### src/rtl/ml_qspi_ctrl.sv
// Quad-SPI slave command controller: pad sequencing, command decode, buffer/core bridge.
// Optional frame timeout when ML_QSPI_TIMEOUT_EN is defined.
module ml_qspi_ctrl #(
    parameter int ADDR_W      = 16,
    parameter int TIMEOUT_CYC = 1024
) (
    input  logic              clock,
    input  logic              resetn,
    input  logic              ml_clk_i,
    input  logic              ml_csb_i,
    input  logic [3:0]        ml_io_di,
    output logic [3:0]        ml_io_do,
    output logic [3:0]        ml_io_oe,
    output logic              ml_rdy,
    output logic              ml_err,
    output logic [ADDR_W-1:0] buf_addr,
    output logic [7:0]        buf_wdata,
    output logic              buf_wen,
    output logic              buf_ren,
    input  logic [7:0]        buf_rdata,
    output logic              core_start,
    input  logic              core_busy
);

    localparam int ADDR_BYTES = ADDR_W / 8;

    if ((ADDR_W != 8 && ADDR_W != 16) || TIMEOUT_CYC < 2) begin : g_bad_param
        $error("ml_qspi_ctrl: unsupported parameter values");
    end

    typedef enum logic [3:0] {
        IDLE, CMD, ADDR, WDATA, TURN, RDATA, STAT, CMD_DONE, DISCARD
    } state_t;

    typedef enum logic [2:0] {
        OP_NONE, OP_WRITE, OP_READ, OP_START, OP_STATUS, OP_CLR
    } op_t;

    state_t state;
    op_t    op;

    logic [1:0]        clk_sync;
    logic [1:0]        csb_sync;
    logic [3:0]        di_sync0;
    logic [3:0]        di_sync1;
    logic              clk_last;
    logic              csb_last;

    logic              have_hi;
    logic [3:0]        hi_nib;
    logic              abyte;
    logic              turn_cnt;
    logic              out_lo;
    logic              ren_last;
    logic [7:0]        rd_byte;
    logic [ADDR_W-1:0] addr;
    logic              err;

    logic              clk_rise;
    logic              clk_fall;
    logic              csb_rise;
    logic              csb_fall;
    logic              byte_done;
    logic [7:0]        byte_val;
    logic [ADDR_W+7:0] addr_shift;
    logic [ADDR_W-1:0] addr_next;
    logic              err_set;
    logic              err_clr;
    logic              timeout;

`ifdef ML_QSPI_TIMEOUT_EN
    localparam int CNT_W = $clog2(TIMEOUT_CYC + 1);
    logic [CNT_W-1:0] to_cnt;
`endif

    always_ff @(posedge clock or negedge resetn) begin
        if (!resetn) begin
            clk_sync <= 2'b00;
            csb_sync <= 2'b11;
            di_sync0 <= 4'h0;
            di_sync1 <= 4'h0;
            clk_last <= 1'b0;
            csb_last <= 1'b1;
        end else begin
            clk_sync <= {clk_sync[0], ml_clk_i};
            csb_sync <= {csb_sync[0], ml_csb_i};
            di_sync0 <= ml_io_di;
            di_sync1 <= di_sync0;
            clk_last <= clk_sync[1];
            csb_last <= csb_sync[1];
        end
    end

    always_comb begin
        clk_rise   = clk_sync[1] & ~clk_last;
        clk_fall   = ~clk_sync[1] & clk_last;
        csb_rise   = csb_sync[1] & ~csb_last;
        csb_fall   = ~csb_sync[1] & csb_last;
        byte_done  = clk_rise & have_hi;
        byte_val   = {hi_nib, di_sync1};
        addr_shift = {addr, byte_val};
        addr_next  = addr_shift[ADDR_W-1:0];
    end

`ifdef ML_QSPI_TIMEOUT_EN
    always_comb begin
        timeout = (to_cnt == CNT_W'(TIMEOUT_CYC - 1)) && !clk_rise && !clk_fall &&
                  (state != IDLE) && (state != DISCARD);
    end
`else
    always_comb begin
        timeout = 1'b0;
    end
`endif

    // A set and a clear landing in the same cycle resolve to set.
    always_comb begin
        err_set = 1'b0;
        err_clr = 1'b0;
        if (csb_rise) begin
            if (state == CMD_DONE && op == OP_START && core_busy)
                err_set = 1'b1;
            if (state == CMD_DONE && op == OP_CLR)
                err_clr = 1'b1;
        end else if (timeout) begin
            err_set = 1'b1;
        end else if (byte_done) begin
            if (state == CMD && !(byte_val inside {[8'h01:8'h05]}))
                err_set = 1'b1;
            if (state == WDATA && core_busy)
                err_set = 1'b1;
        end
    end

    always_ff @(posedge clock or negedge resetn) begin
        if (!resetn) begin
            state      <= IDLE;
            op         <= OP_NONE;
            have_hi    <= 1'b0;
            hi_nib     <= 4'h0;
            abyte      <= 1'b0;
            turn_cnt   <= 1'b0;
            out_lo     <= 1'b0;
            ren_last   <= 1'b0;
            rd_byte    <= 8'h00;
            addr       <= '0;
            err        <= 1'b0;
            ml_io_do   <= 4'h0;
            ml_io_oe   <= 4'h0;
            ml_rdy     <= 1'b0;
            buf_addr   <= '0;
            buf_wdata  <= 8'h00;
            buf_wen    <= 1'b0;
            buf_ren    <= 1'b0;
            core_start <= 1'b0;
`ifdef ML_QSPI_TIMEOUT_EN
            to_cnt     <= '0;
`endif
        end else begin
            buf_wen    <= 1'b0;
            buf_ren    <= 1'b0;
            core_start <= 1'b0;
            ml_rdy     <= ~core_busy;
            err        <= err_set | (err & ~err_clr);
            ren_last   <= buf_ren;
            if (ren_last)
                rd_byte <= buf_rdata;
`ifdef ML_QSPI_TIMEOUT_EN
            if (state == IDLE || state == DISCARD || clk_rise || clk_fall)
                to_cnt <= '0;
            else
                to_cnt <= to_cnt + CNT_W'(1);
`endif
            if (csb_rise) begin
                state    <= IDLE;
                ml_io_oe <= 4'h0;
                ml_io_do <= 4'h0;
                have_hi  <= 1'b0;
                if (state == CMD_DONE && op == OP_START && !core_busy)
                    core_start <= 1'b1;
            end else if (timeout) begin
                state    <= DISCARD;
                ml_io_oe <= 4'h0;
                ml_io_do <= 4'h0;
            end else begin
                if (clk_rise) begin
                    have_hi <= ~have_hi;
                    hi_nib  <= di_sync1;
                end
                unique case (state)
                    IDLE: begin
                        have_hi <= 1'b0;
                        abyte   <= 1'b0;
                        op      <= OP_NONE;
                        if (csb_fall)
                            state <= CMD;
                    end
                    CMD: begin
                        if (byte_done) begin
                            case (byte_val)
                                8'h01: begin op <= OP_WRITE;  state <= ADDR;     end
                                8'h02: begin op <= OP_READ;   state <= ADDR;     end
                                8'h03: begin op <= OP_START;  state <= CMD_DONE; end
                                8'h04: begin
                                    op       <= OP_STATUS;
                                    state    <= TURN;
                                    turn_cnt <= 1'b0;
                                    out_lo   <= 1'b0;
                                end
                                8'h05: begin op <= OP_CLR;    state <= CMD_DONE; end
                                default: state <= DISCARD;
                            endcase
                        end
                    end
                    ADDR: begin
                        if (byte_done) begin
                            addr <= addr_next;
                            if (abyte == 1'(ADDR_BYTES - 1)) begin
                                abyte <= 1'b0;
                                if (op == OP_READ) begin
                                    buf_ren  <= 1'b1;
                                    buf_addr <= addr_next;
                                    state    <= TURN;
                                    turn_cnt <= 1'b0;
                                    out_lo   <= 1'b0;
                                end else begin
                                    state <= WDATA;
                                end
                            end else begin
                                abyte <= 1'b1;
                            end
                        end
                    end
                    WDATA: begin
                        if (byte_done) begin
                            if (!core_busy) begin
                                buf_wen   <= 1'b1;
                                buf_wdata <= byte_val;
                                buf_addr  <= addr;
                            end
                            addr <= addr + ADDR_W'(1);
                        end
                    end
                    TURN: begin
                        if (clk_rise) begin
                            if (turn_cnt) begin
                                state    <= (op == OP_READ) ? RDATA : STAT;
                                ml_io_oe <= 4'hF;
                            end else begin
                                turn_cnt <= 1'b1;
                            end
                        end
                    end
                    RDATA: begin
                        // Prefetch the next byte while its predecessor's low nibble is on the pads.
                        if (clk_fall) begin
                            if (!out_lo) begin
                                ml_io_do <= rd_byte[7:4];
                                out_lo   <= 1'b1;
                            end else begin
                                ml_io_do <= rd_byte[3:0];
                                out_lo   <= 1'b0;
                                buf_ren  <= 1'b1;
                                buf_addr <= addr + ADDR_W'(1);
                                addr     <= addr + ADDR_W'(1);
                            end
                        end
                    end
                    STAT: begin
                        if (clk_fall) begin
                            ml_io_do <= out_lo ? {2'b00, err, core_busy} : 4'h0;
                            out_lo   <= ~out_lo;
                        end
                    end
                    CMD_DONE: begin
                    end
                    DISCARD: begin
                    end
                    default: state <= IDLE;
                endcase
            end
        end
    end

    assign ml_err = err;

endmodule

### config.mk
export PLATFORM = sky130hd
export DESIGN_NAME = ml_qspi_ctrl
export DESIGN_NICKNAME = d
export VERILOG_FILES = /design/src/rtl/ml_qspi_ctrl.sv
export SDC_FILE = /design/constraint.sdc
export NUM_CORES = 1
export LEC_CHECK = 0
export BUFFER_PORTS_ARGS = -buffer_cell sky130_fd_sc_hd__buf_4
export CAP_MARGIN = 0
export CORE_MARGIN = 2
export CORE_UTILIZATION = 55
export CTS_BUF_LIST = sky130_fd_sc_hd__clkbuf_16
export CTS_CLUSTER_DIAMETER = 60
export DETAILED_ROUTE_END_ITERATION = 10
export PLACE_DENSITY = 0.78
export SLEW_MARGIN = 20
export SYNTH_ARGS = -nofsm -noshare
export SYNTH_HDL_FRONTEND = slang
export SYNTH_SLANG_ARGS = --single-unit
### constraint.sdc
create_clock -name clock -period 3.85 [get_ports clock]
set_clock_uncertainty 0.2 [all_clocks]
set_input_delay 0.77 -clock clock [delete_from_list [all_inputs] [get_ports clock]]
set_output_delay 0.77 -clock clock [all_outputs]
set_load 0.02 [all_outputs]
==> impl_metrics.py, run 1 <==
metrics = {
    "synthesis": {
        "yosysSeqAreaShare_pct": 47.62,
        "yosysWarnings": 0,
        "synth-seq-cells": 88,
        "postSynthAreaPerCell_um2": 9.834,
        "synth_ff_type": "dfrtp_1",
        "post_synth_instance_area_um2": 4632,
        "synth-edff-count": 0,
        "async_reset_ff_share_pct": 100.0,
        "syn-instance-count": 471,
        "syn_nets": 490,
        "ys_types": 65,
    },
    "power": {
        "power.density_cell_area_nw_per_um2": 616.5,
        "cell_internal_pwr_mw": 2.023,
        "total_switching_power_mw": 1.241,
        "ir_drop_mv": 0.3645,
        "share_seq_of_total_power_pct": 43.3,
        "comb_power_share_pct": 31.1,
        "power.clock.fraction_pct": 25.6,
        "total_power_draw_mw": 3.264,
        "p_leak_nw": 2.299,
        "power_switching_share_pct": 38.02,
    },
    "hold_path": {
        "min_to": "clk_sync[1]",
        "whs_path_depth": 0,
        "min_from": "clk_sync[0]",
        "worstHoldPathType": "reg -> reg",
    },
    "clocking": {
        "worst_skew_pair.late_latency_ps": 340,
        "clock_root_buffer": "clkbuf_16",
        "postCtsResizedCells": 0,
        "cts_tree": "yes",
        "cts-root-to-sink-buffers": 2,
        "path_clk_slew_ps": 70,
        "cts_max_level": 3,
        "post-cts-setup-buffer-count": 0,
        "tritoncts.num_buffers": 9,
        "cts_num_sinks": 88,
        "cts_hold_buf": 0,
    },
    "critical_path": {
        "arrival_ps": 3180,
        "crit_path_cell_trace": "and4bb_2 > a32oi_2 > a2111oi_4 > buf_4 > nor2_1 > a31oi_1",
        "crit_slowest_cell": "a2111oi_4",
        "worst_r2r_path_depth": 6,
        "crit_path_start_kind": "register",
        "worstReg2RegStart": "state[0]",
        "worstPathRequired_ps": 3900,
        "end_kind": "register",
        "worstPathMaxFanout": 18,
        "rrSetupSlack_ps": 720,
        "r2r-end": "buf_addr[4]",
        "combined_buffer_and_inverter_count_along_the_critical_path": 1,
        "critical_path.startpoint": "state[0]",
        "worst_path_top_cell_family_by_delay": "compound AO/OA/AOI/OAI gates",
        "cpPeakStageDelay_ps": 840,
        "timing_worst_setup_path_type": "reg -> reg",
    },
    "routing": {
        "detailedRoute.firstIterationViolations": 408,
        "detail-route-antenna-nets": 0,
        "wirelength_um": 10810,
        "drt-wirelength-per-cell_um": 17.73,
        "drt_drc_violations_left": 0,
        "vias": 3883,
        "first_pass_iters": 5,
        "avgViaCountPerCell": 6.366,
    },
    "sta": {
        "unrepaired_setup_endpoints_after_global_routing": "no",
        "tightestPinTransition_ps": 868.4,
        "layout_worst_path_cycle_share_pct": 81.17,
        "timing.setup.tns_ps": 0,
        "finalSetupViolations": 0,
        "number_of_hold_slack_violations_in_the_final_timing_report": 0,
        "achievable-frequency_ghz": 0.3200,
        "min_period_ps": 3125,
        "slew_violations": 0,
        "timing.slew.headroom_pct": 42.11,
    },
    "run_status": {
        "status": "finished clean",
    },
    "global_routing": {
        "grt_pass1_vias": 3638,
        "antenna_found_initial": 0,
        "grt_use_total_pct": 25.34,
        "grt_pass1_wl_um": 18030,
        "grt_max_degree": 89,
        "grt.overflow.total": 0,
    },
    "floorplan": {
        "design.die.area_um2": 9172,
        "dieWidth_um": 95.77,
        "floorplan.initialDensity_pct": 56.66,
        "fp.coreArea_um2": 8175,
        "pin_count": 54,
        "fp-row-count": 33,
        "die-height_um": 95.77,
    },
    "finish": {
        "layout.cells.most_common": "dfrtp_1",
        "number_of_standard_cells_in_the_layout_taps_in_and_fillers_out": 610,
        "num-nets-final": 519,
        "antenna_cells_inserted": 0,
        "drive_above_1_share_pct": 23.56,
        "finalCoreUtilization_pct": 64.75,
        "syn2layout_area_growth_pct": 14.29,
        "final_cell_mix": "dfrtp_1 (85), buf_4 (59), nor2_1 (46)",
    },
    "placement": {
        "placed_cells": 594,
        "placement.io_buffers": 53,
        "global_placer_s_final_weighted_congestion": 0.9480,
        "detailed_place_hpwl_um": 7304,
    },
    "flow_run": {
        "maxCapViolations": 0,
    },
}
logic make-up (layout without fill, tap and decap cells):
group,Yosys count,count (layout),synth area share [%]
compound gates,131,131,19.29
xor+xnor,4,4,0.7563
fa+ha+maj,2,2,0.5402
buf+inv,51,85,5.213
flops,88,88,47.62
mux,31,31,7.428
simple gates,164,164,19.15
layout make-up:
type | count | area, µm²
clock buffer | 9 | 225.2
clock inverter | 7 | 58.81
fill | 649 | 2882
inverter | 9 | 33.78
multi-input combinational | 332 | 2185
sequential | 88 | 2206
tap | 105 | 131.4
timing repair buffer | 60 | 454.2
through the flow:
stage                     instance area [µm²]  setup WS [ps]  hold slack (ps)
after CTS                                5290          728.6            151.3
after global routing                     5294          543.7            165.7
final                                    5294          724.8            150.3
after global placement                   5006          871.7            131.8
after floorplan                          4632           1706            131.2
after detailed placement                 5006          743.7            135.8
power by group through the flow:
| stage | Sequential, mW | Combinational [mW] | Clock [mW] |
|---|---|---|---|
| finish | 1.41 | 1.02 | 0.837 |
| global route | 1.45 | 1.12 | 0.889 |
| CTS | 1.40 | 1.01 | 0.850 |
| detailed placement | 1.42 | 1.01 | 0 |
| global placement | 1.40 | 0.985 | 0 |
| floorplan | 1.36 | 0.726 | 0 |
cell usage after synthesis (3+ instances only):
cell type   n  area share, %
dfrtp_1    85             46
nor2_1     46            3.7
a21oi_1    37            4.0
nand2_1    30            2.4
mux2_2     27            6.6
o21ai_0    22            2.4
a31oi_1    18            2.4
clkbuf_1   16            1.3
nand3_1    16            1.7
nor3_1     14            1.5
buf_2      12            1.3
inv_1       9           0.73
buf_4       7            1.1
nand4_1     7           0.95
nor2b_1     7           0.95
or3_1       7           0.95
a22oi_1     6           0.97
o22a_1      6            1.1
a211oi_1    5           0.81
buf_1       5           0.41
nor3b_1     5           0.81
and3_1      4           0.54
mux2i_1     4           0.86
nand2b_1    4           0.54
nor4_1      4           0.54
o31a_1      4           0.76
xor2_1      4           0.76
a221oi_1    3           0.57
a32o_1      3           0.65
dfstp_2     3            1.7
o22ai_1     3           0.41
o31ai_1     3           0.49
or2_2       3           0.41
how the worst max path moves through the flow:
stage	endpoint	depth (start not counted)	slack (ps)
finish	buf_addr[4]	6	720
global route	buf_addr[12]	6	540
CTS	buf_addr[4]	6	730
detailed placement	buf_addr[4]	6	740
global placement	buf_addr[11]	6	870
floorplan	buf_wdata[0]	5	1710
sequential cells by signal, summed over array words and instances (netlist names), 2 cells and up:
signal,cells
buf_addr,16
state,4
addr,16
di_sync1,4
ml_io_do,4
clk_sync,2
buf_wdata,8
di_sync0,4
hi_nib,4
csb_sync,2
rd_byte,8
op,3
per-layer routing:
layer  routed length [µm]  vias to the layer above  share of wire (%)  track usage, %
met5                    0                        -                  0               0
met4                  206                        0                1.9           8.452
met3                  661                       19                6.1           4.777
met2                 5112                      159                 47           37.70
met1                 4833                     1910                 45           37.46
li1                     -                     1795                  -               -
Note: power is estimated with default switching activity, not from simulation.
==> run 2: changes to the inputs <==
CORE_UTILIZATION = 53   (was 55)
clock period = 2.8 ns   (was 3.85 ns; I/O delays follow)
==> impl_metrics.py, run 2 (synthesized netlist as in run 1, its figures left out) <==
metrics = {
    "floorplan": {
        "die-height_um": 97.49,
        "dieWidth_um": 97.49,
        "design.die.area_um2": 9503,
        "pin_count": 54,
        "floorplan.initialDensity_pct": 53.90,
        "fp-row-count": 34,
        "fp.coreArea_um2": 8593,
    },
    "routing": {
        "drt_drc_violations_left": 0,
        "avgViaCountPerCell": 6.332,
        "top_layer": "met4",
        "m1WireLength_um": 4893,
        "first_pass_iters": 5,
        "detail-route-antenna-nets": 0,
        "drt-wirelength-per-cell_um": 18.15,
        "detailedRoute.firstIterationViolations": 441,
        "met3_length_um": 803,
        "vias": 3945,
        "wl_met2_um": 5366,
        "wirelength_um": 11310,
    },
    "clocking": {
        "cts_num_sinks": 88,
        "tritoncts.num_buffers": 9,
        "cts_max_level": 3,
        "cts-root-to-sink-buffers": 2,
        "worst_skew_pair.late_latency_ps": 340,
        "post-cts-setup-buffer-count": 0,
        "clock_root_buffer": "clkbuf_16",
        "postCtsResizedCells": 0,
        "cts_hold_buf": 0,
        "cts_tree": "yes",
        "path_clk_slew_ps": 70,
    },
    "power": {
        "comb_power_share_pct": 32.2,
        "power.density_cell_area_nw_per_um2": 862.3,
        "power_switching_share_pct": 37.37,
        "cell_internal_pwr_mw": 2.921,
        "ir_drop_mv": 0.3688,
        "share_seq_of_total_power_pct": 40.7,
        "total_switching_power_mw": 1.743,
        "power.clock.fraction_pct": 27.2,
        "p_leak_nw": 2.364,
    },
    "critical_path": {
        "r2r-end": "buf_addr[15]",
        "end_kind": "register",
        "worst_r2r_path_depth": 6,
        "worstPathRequired_ps": 2830,
        "timing_worst_setup_path_type": "reg -> reg",
        "worstPathMaxFanout": 27,
        "crit_path_start_kind": "register",
        "rrSetupSlack_ps": 290,
        "arrival_ps": 2540,
        "worstReg2RegStart": "state[2]",
    },
    "finish": {
        "num-nets-final": 529,
        "final_cell_mix": "dfrtp_1 (85), buf_4 (69), nor2_1 (46)",
        "num-fill-cells": 721,
        "drive_above_1_share_pct": 25.05,
        "layout.cells.most_common": "dfrtp_1",
        "multi_input_comb_area_um2": 2185,
        "largestRegisters": "addr (16), buf_addr (16)",
        "syn2layout_area_growth_pct": 16.77,
        "seqCellArea_um2": 2206,
        "antenna_cells_inserted": 0,
    },
    "run_status": {
        "status": "finished, violations left",
        "violations": "negative hold slack",
    },
    "flow_run": {
        "maxCapViolations": 0,
    },
    "sta": {
        "slew_violations": 0,
        "unrepaired_setup_endpoints_after_global_routing": "no",
        "layout_worst_path_cycle_share_pct": 89.57,
        "timing.slew.headroom_pct": 49.58,
        "hold-worst-slack_ps": -2.903,
        "number_of_hold_slack_violations_in_the_final_timing_report": 1,
        "achievable-frequency_ghz": 0.3987,
        "timing.setup.tns_ps": 0,
        "finalSetupViolations": 0,
        "min_period_ps": 2508,
        "tightestPinTransition_ps": 756.3,
    },
    "placement": {
        "detailed_place_hpwl_um": 7739,
        "placement.io_buffers": 53,
        "global_placer_s_final_weighted_congestion": 0.9899,
    },
    "hold_path": {
        "worstHoldPathType": "in -> async",
    },
    "global_routing": {
        "grt_use_total_pct": 24.75,
        "grt_pass1_vias": 3782,
        "grt_pass1_wl_um": 19170,
        "grt.overflow.total": 0,
        "grt_max_degree": 50,
        "antenna_found_initial": 0,
    },
}
-- run 2: cell types whose count changed in the layout (fill, tap and decap cells not counted) --
| cell | delta |
|---|---|
| buf_12 | +1 |
| clkinv_2 | -1 |
| inv_6 | -1 |
| buf_6 | -1 |
| buf_4 | +10 |
| bufinv_16 | +1 |
| inv_8 | +1 |
-- run 2: area by class of cell --
| cell class | count | share of cell area, % |
|---|---|---|
| clock inverters | 7 | 1.596 |
| flip-flops and latches | 88 | 40.78 |
| clock buffers | 9 | 4.164 |
| inverters | 9 | 0.6246 |
| repair buffers | 70 | 9.947 |
| multi-input cells | 332 | 40.39 |
| well taps | 108 | 2.498 |
-- run 2: power by group through the flow --
stage / clock (mW) / sequential [mW] / combinational [mW]
2_1_floorplan: 0 / 1.87 / 0.998
3_3_place_gp: 0 / 1.89 / 1.46
3_5_place_dp: 0 / 1.91 / 1.48
4_1_cts: 1.29 / 1.89 / 1.49
5_1_grt: 1.35 / 1.94 / 1.65
6_report: 1.27 / 1.90 / 1.50
-- run 2: metal layers --
| layer | track usage (%) | vias up |
|---|---|---|
| met5 | 0 | - |
| met4 | 7.479 | 0 |
| met3 | 4.173 | 30 |
| met2 | 38.57 | 196 |
| met1 | 35.69 | 1908 |
| li1 | - | 1811 |
-- run 2: worst max-delay path, cell delays in order (launching register included) --
cell,delay (ps)
dfrtp_1,650
and4bb_2,340
a32oi_2,150
a2111oi_4,450
buf_4,350
nand2_1,90
o22a_1,160
-- run 2: metrics by stage --
stage / instance area (µm²) / util, % / total power, mW / worst slack [ps] / std cells
2_1_floorplan: 4632 / - / 2.867 / 655.7 / 471
3_3_place_gp: 5097 / 59.32 / 3.345 / 397.7 / 607
3_5_place_dp: 5097 / 59.32 / 3.390 / 290.2 / 607
4_1_cts: 5409 / 62.94 / 4.661 / 272.0 / 623
5_1_grt: 5409 / 62.94 / 4.942 / 107.3 / 623
6_report: 5409 / 62.94 / 4.664 / 291.9 / 623
-- run 2: worst max-delay path by stage --
stage / start / endpoint / cells past startpoint
floorplan: csb_last / buf_wdata[0] / 5
global placement: state[2] / buf_addr[15] / 6
CTS: state[2] / buf_addr[15] / 6
global route: state[2] / buf_addr[15] / 6
finish: state[2] / buf_addr[15] / 6
detailed placement: state[2] / buf_addr[15] / 6
==> run 3: changes to the inputs <==
BUFFER_PORTS_ARGS = -buffer_cell sky130_fd_sc_hd__clkbuf_2   (was -buffer_cell sky130_fd_sc_hd__buf_4)
==> impl_metrics.py, run 3 (synthesized netlist as in run 1, its figures left out) <==
metrics = {
    "sta": {
        "number_of_hold_slack_violations_in_the_final_timing_report": 0,
        "timing.setup.tns_ps": 0,
        "timing.slew.headroom_pct": 44.48,
        "min_period_ps": 2457,
        "slew_violations": 0,
        "tightestPinTransition_ps": 832.7,
        "layout_worst_path_cycle_share_pct": 87.76,
        "unrepaired_setup_endpoints_after_global_routing": "no",
        "finalSetupViolations": 0,
        "achievable-frequency_ghz": 0.4069,
        "hold-worst-slack_ps": 3.305,
    },
    "critical_path": {
        "arrival_ps": 2470,
        "crit_path_cell_trace": "ha_1 > nand4_1 > nor3_1 > o21ai_0 > a221oi_1 > a21oi_1",
        "crit_slowest_cell": "dfrtp_1",
        "cpPeakStageDelay_ps": 620,
        "worstPathMaxFanout": 12,
        "end_kind": "register",
        "timing_worst_setup_path_type": "reg -> reg",
        "crit_path_start_kind": "register",
        "worstPathRequired_ps": 2810,
    },
    "routing": {
        "first_pass_iters": 4,
        "drt_drc_violations_left": 0,
        "drt-wirelength-per-cell_um": 17.38,
        "avgViaCountPerCell": 6.192,
        "detail-route-antenna-nets": 0,
        "wirelength_um": 10850,
        "vias": 3864,
        "detailedRoute.firstIterationViolations": 241,
    },
    "global_routing": {
        "grt-busiest-layer": "met2",
        "grt_pass1_vias": 3658,
        "global_route.usage.met1_pct": 34.34,
        "grt_max_degree": 47,
        "grt_pass1_wl_um": 18380,
        "grt_use_total_pct": 23.83,
        "antenna_found_initial": 0,
        "grt.met3_usage_pct": 4.892,
        "groute.layer.met2.usage_pct": 35.86,
        "grt.overflow.total": 0,
    },
    "clocking": {
        "clock_root_buffer": "clkbuf_16",
        "worst_skew_pair.late_latency_ps": 340,
        "tritoncts.num_buffers": 9,
        "post-cts-setup-buffer-count": 0,
        "cts-root-to-sink-buffers": 2,
        "cts_tree": "yes",
        "cts_hold_buf": 0,
        "path_clk_slew_ps": 70,
        "postCtsResizedCells": 0,
        "cts_max_level": 3,
        "cts_num_sinks": 88,
    },
    "floorplan": {
        "fp-row-count": 34,
        "dieWidth_um": 97.49,
        "design.die.area_um2": 9503,
        "fp.coreArea_um2": 8593,
        "floorplan.initialDensity_pct": 53.90,
        "die-height_um": 97.49,
        "pin_count": 54,
    },
    "power": {
        "comb_power_share_pct": 31.3,
        "p_leak_nw": 2.318,
        "total_switching_power_mw": 1.718,
        "power.clock.fraction_pct": 26.0,
        "power_switching_share_pct": 38.39,
        "ir_drop_mv": 0.3466,
        "share_seq_of_total_power_pct": 42.6,
        "power.density_cell_area_nw_per_um2": 850.1,
        "cell_internal_pwr_mw": 2.757,
    },
    "finish": {
        "final_cell_mix": "dfrtp_1 (85), clkbuf_2 (52), nor2_1 (46)",
        "drive_above_1_share_pct": 25.19,
        "num-nets-final": 530,
        "syn2layout_area_growth_pct": 13.64,
        "antenna_cells_inserted": 0,
        "layout.cells.most_common": "dfrtp_1",
        "largestRegisters": "addr (16), buf_addr (16)",
    },
    "run_status": {
        "status": "finished clean",
    },
    "placement": {
        "detailed_place_hpwl_um": 7438,
        "global_placer_s_final_weighted_congestion": 0.9402,
        "placement.io_buffers": 53,
    },
    "flow_run": {
        "maxCapViolations": 0,
    },
    "hold_path": {
        "worstHoldPathType": "in -> async",
    },
}
[run 3: path summary, 6_finish.rpt]
path	start	end	slack, ps	cells after the start
hold reg to reg	clk_sync[0]	clk_sync[1]	150	0
min in group clock	ml_csb_i	csb_sync[0]	100	1
setup / recovery	addr[0]	buf_addr[10]	340	6
setup reg to reg	addr[0]	buf_addr[10]	340	6
hold / removal	resetn	addr[13]	3	1
max in group asynchronous	resetn	addr[10]	1760	2
[run 3: layout make-up]
type                            instances  area, µm²
Sequential cell                        88       2206
Fill cell                             748       3329
Timing Repair Buffer                   71      415.4
Inverter                                9      33.78
Multi-Input combinational cell        332       2185
Clock buffer                            9      225.2
Tap cell                              108      135.1
Clock inverter                          7      63.81
[run 3: metrics by stage]
step	setup slack [ps]	utilization, %	cell area, µm²	cells	power (mW)
after floorplan	655.7	-	4632	471	2.867
after global placement	442.2	57.89	4975	608	3.262
after detailed placement	374.9	57.89	4975	608	3.305
after CTS	375.3	61.26	5264	624	4.472
after global routing	199.0	61.26	5264	624	4.753
final	342.6	61.26	5264	624	4.475
[run 3: worst max-delay path, delay by kind of cell, from the launching register on]
kind | cells | cell delay, ps
AND/OR/NAND/NOR | 2 | 470
flip-flops | 1 | 620
AO/OA/AOI/OAI | 3 | 600
adder cells (fa/ha/maj) | 1 | 450
[run 3: per-layer routing]
metal / routed length (µm) / vias up
met1: 4960 / 1881
li1: - / 1815
met4: 153 / 0
met2: 5035 / 152
met5: 0 / -
met3: 700 / 16
[run 3: power groups by stage]
stage               logic [mW]  clock network [mW]  registers, mW
floorplan                0.998                   0           1.87
global placement          1.36                   0           1.90
detailed placement        1.38                   0           1.92
CTS                       1.40                1.18           1.90
global route              1.55                1.24           1.96
finish                    1.40                1.16           1.91
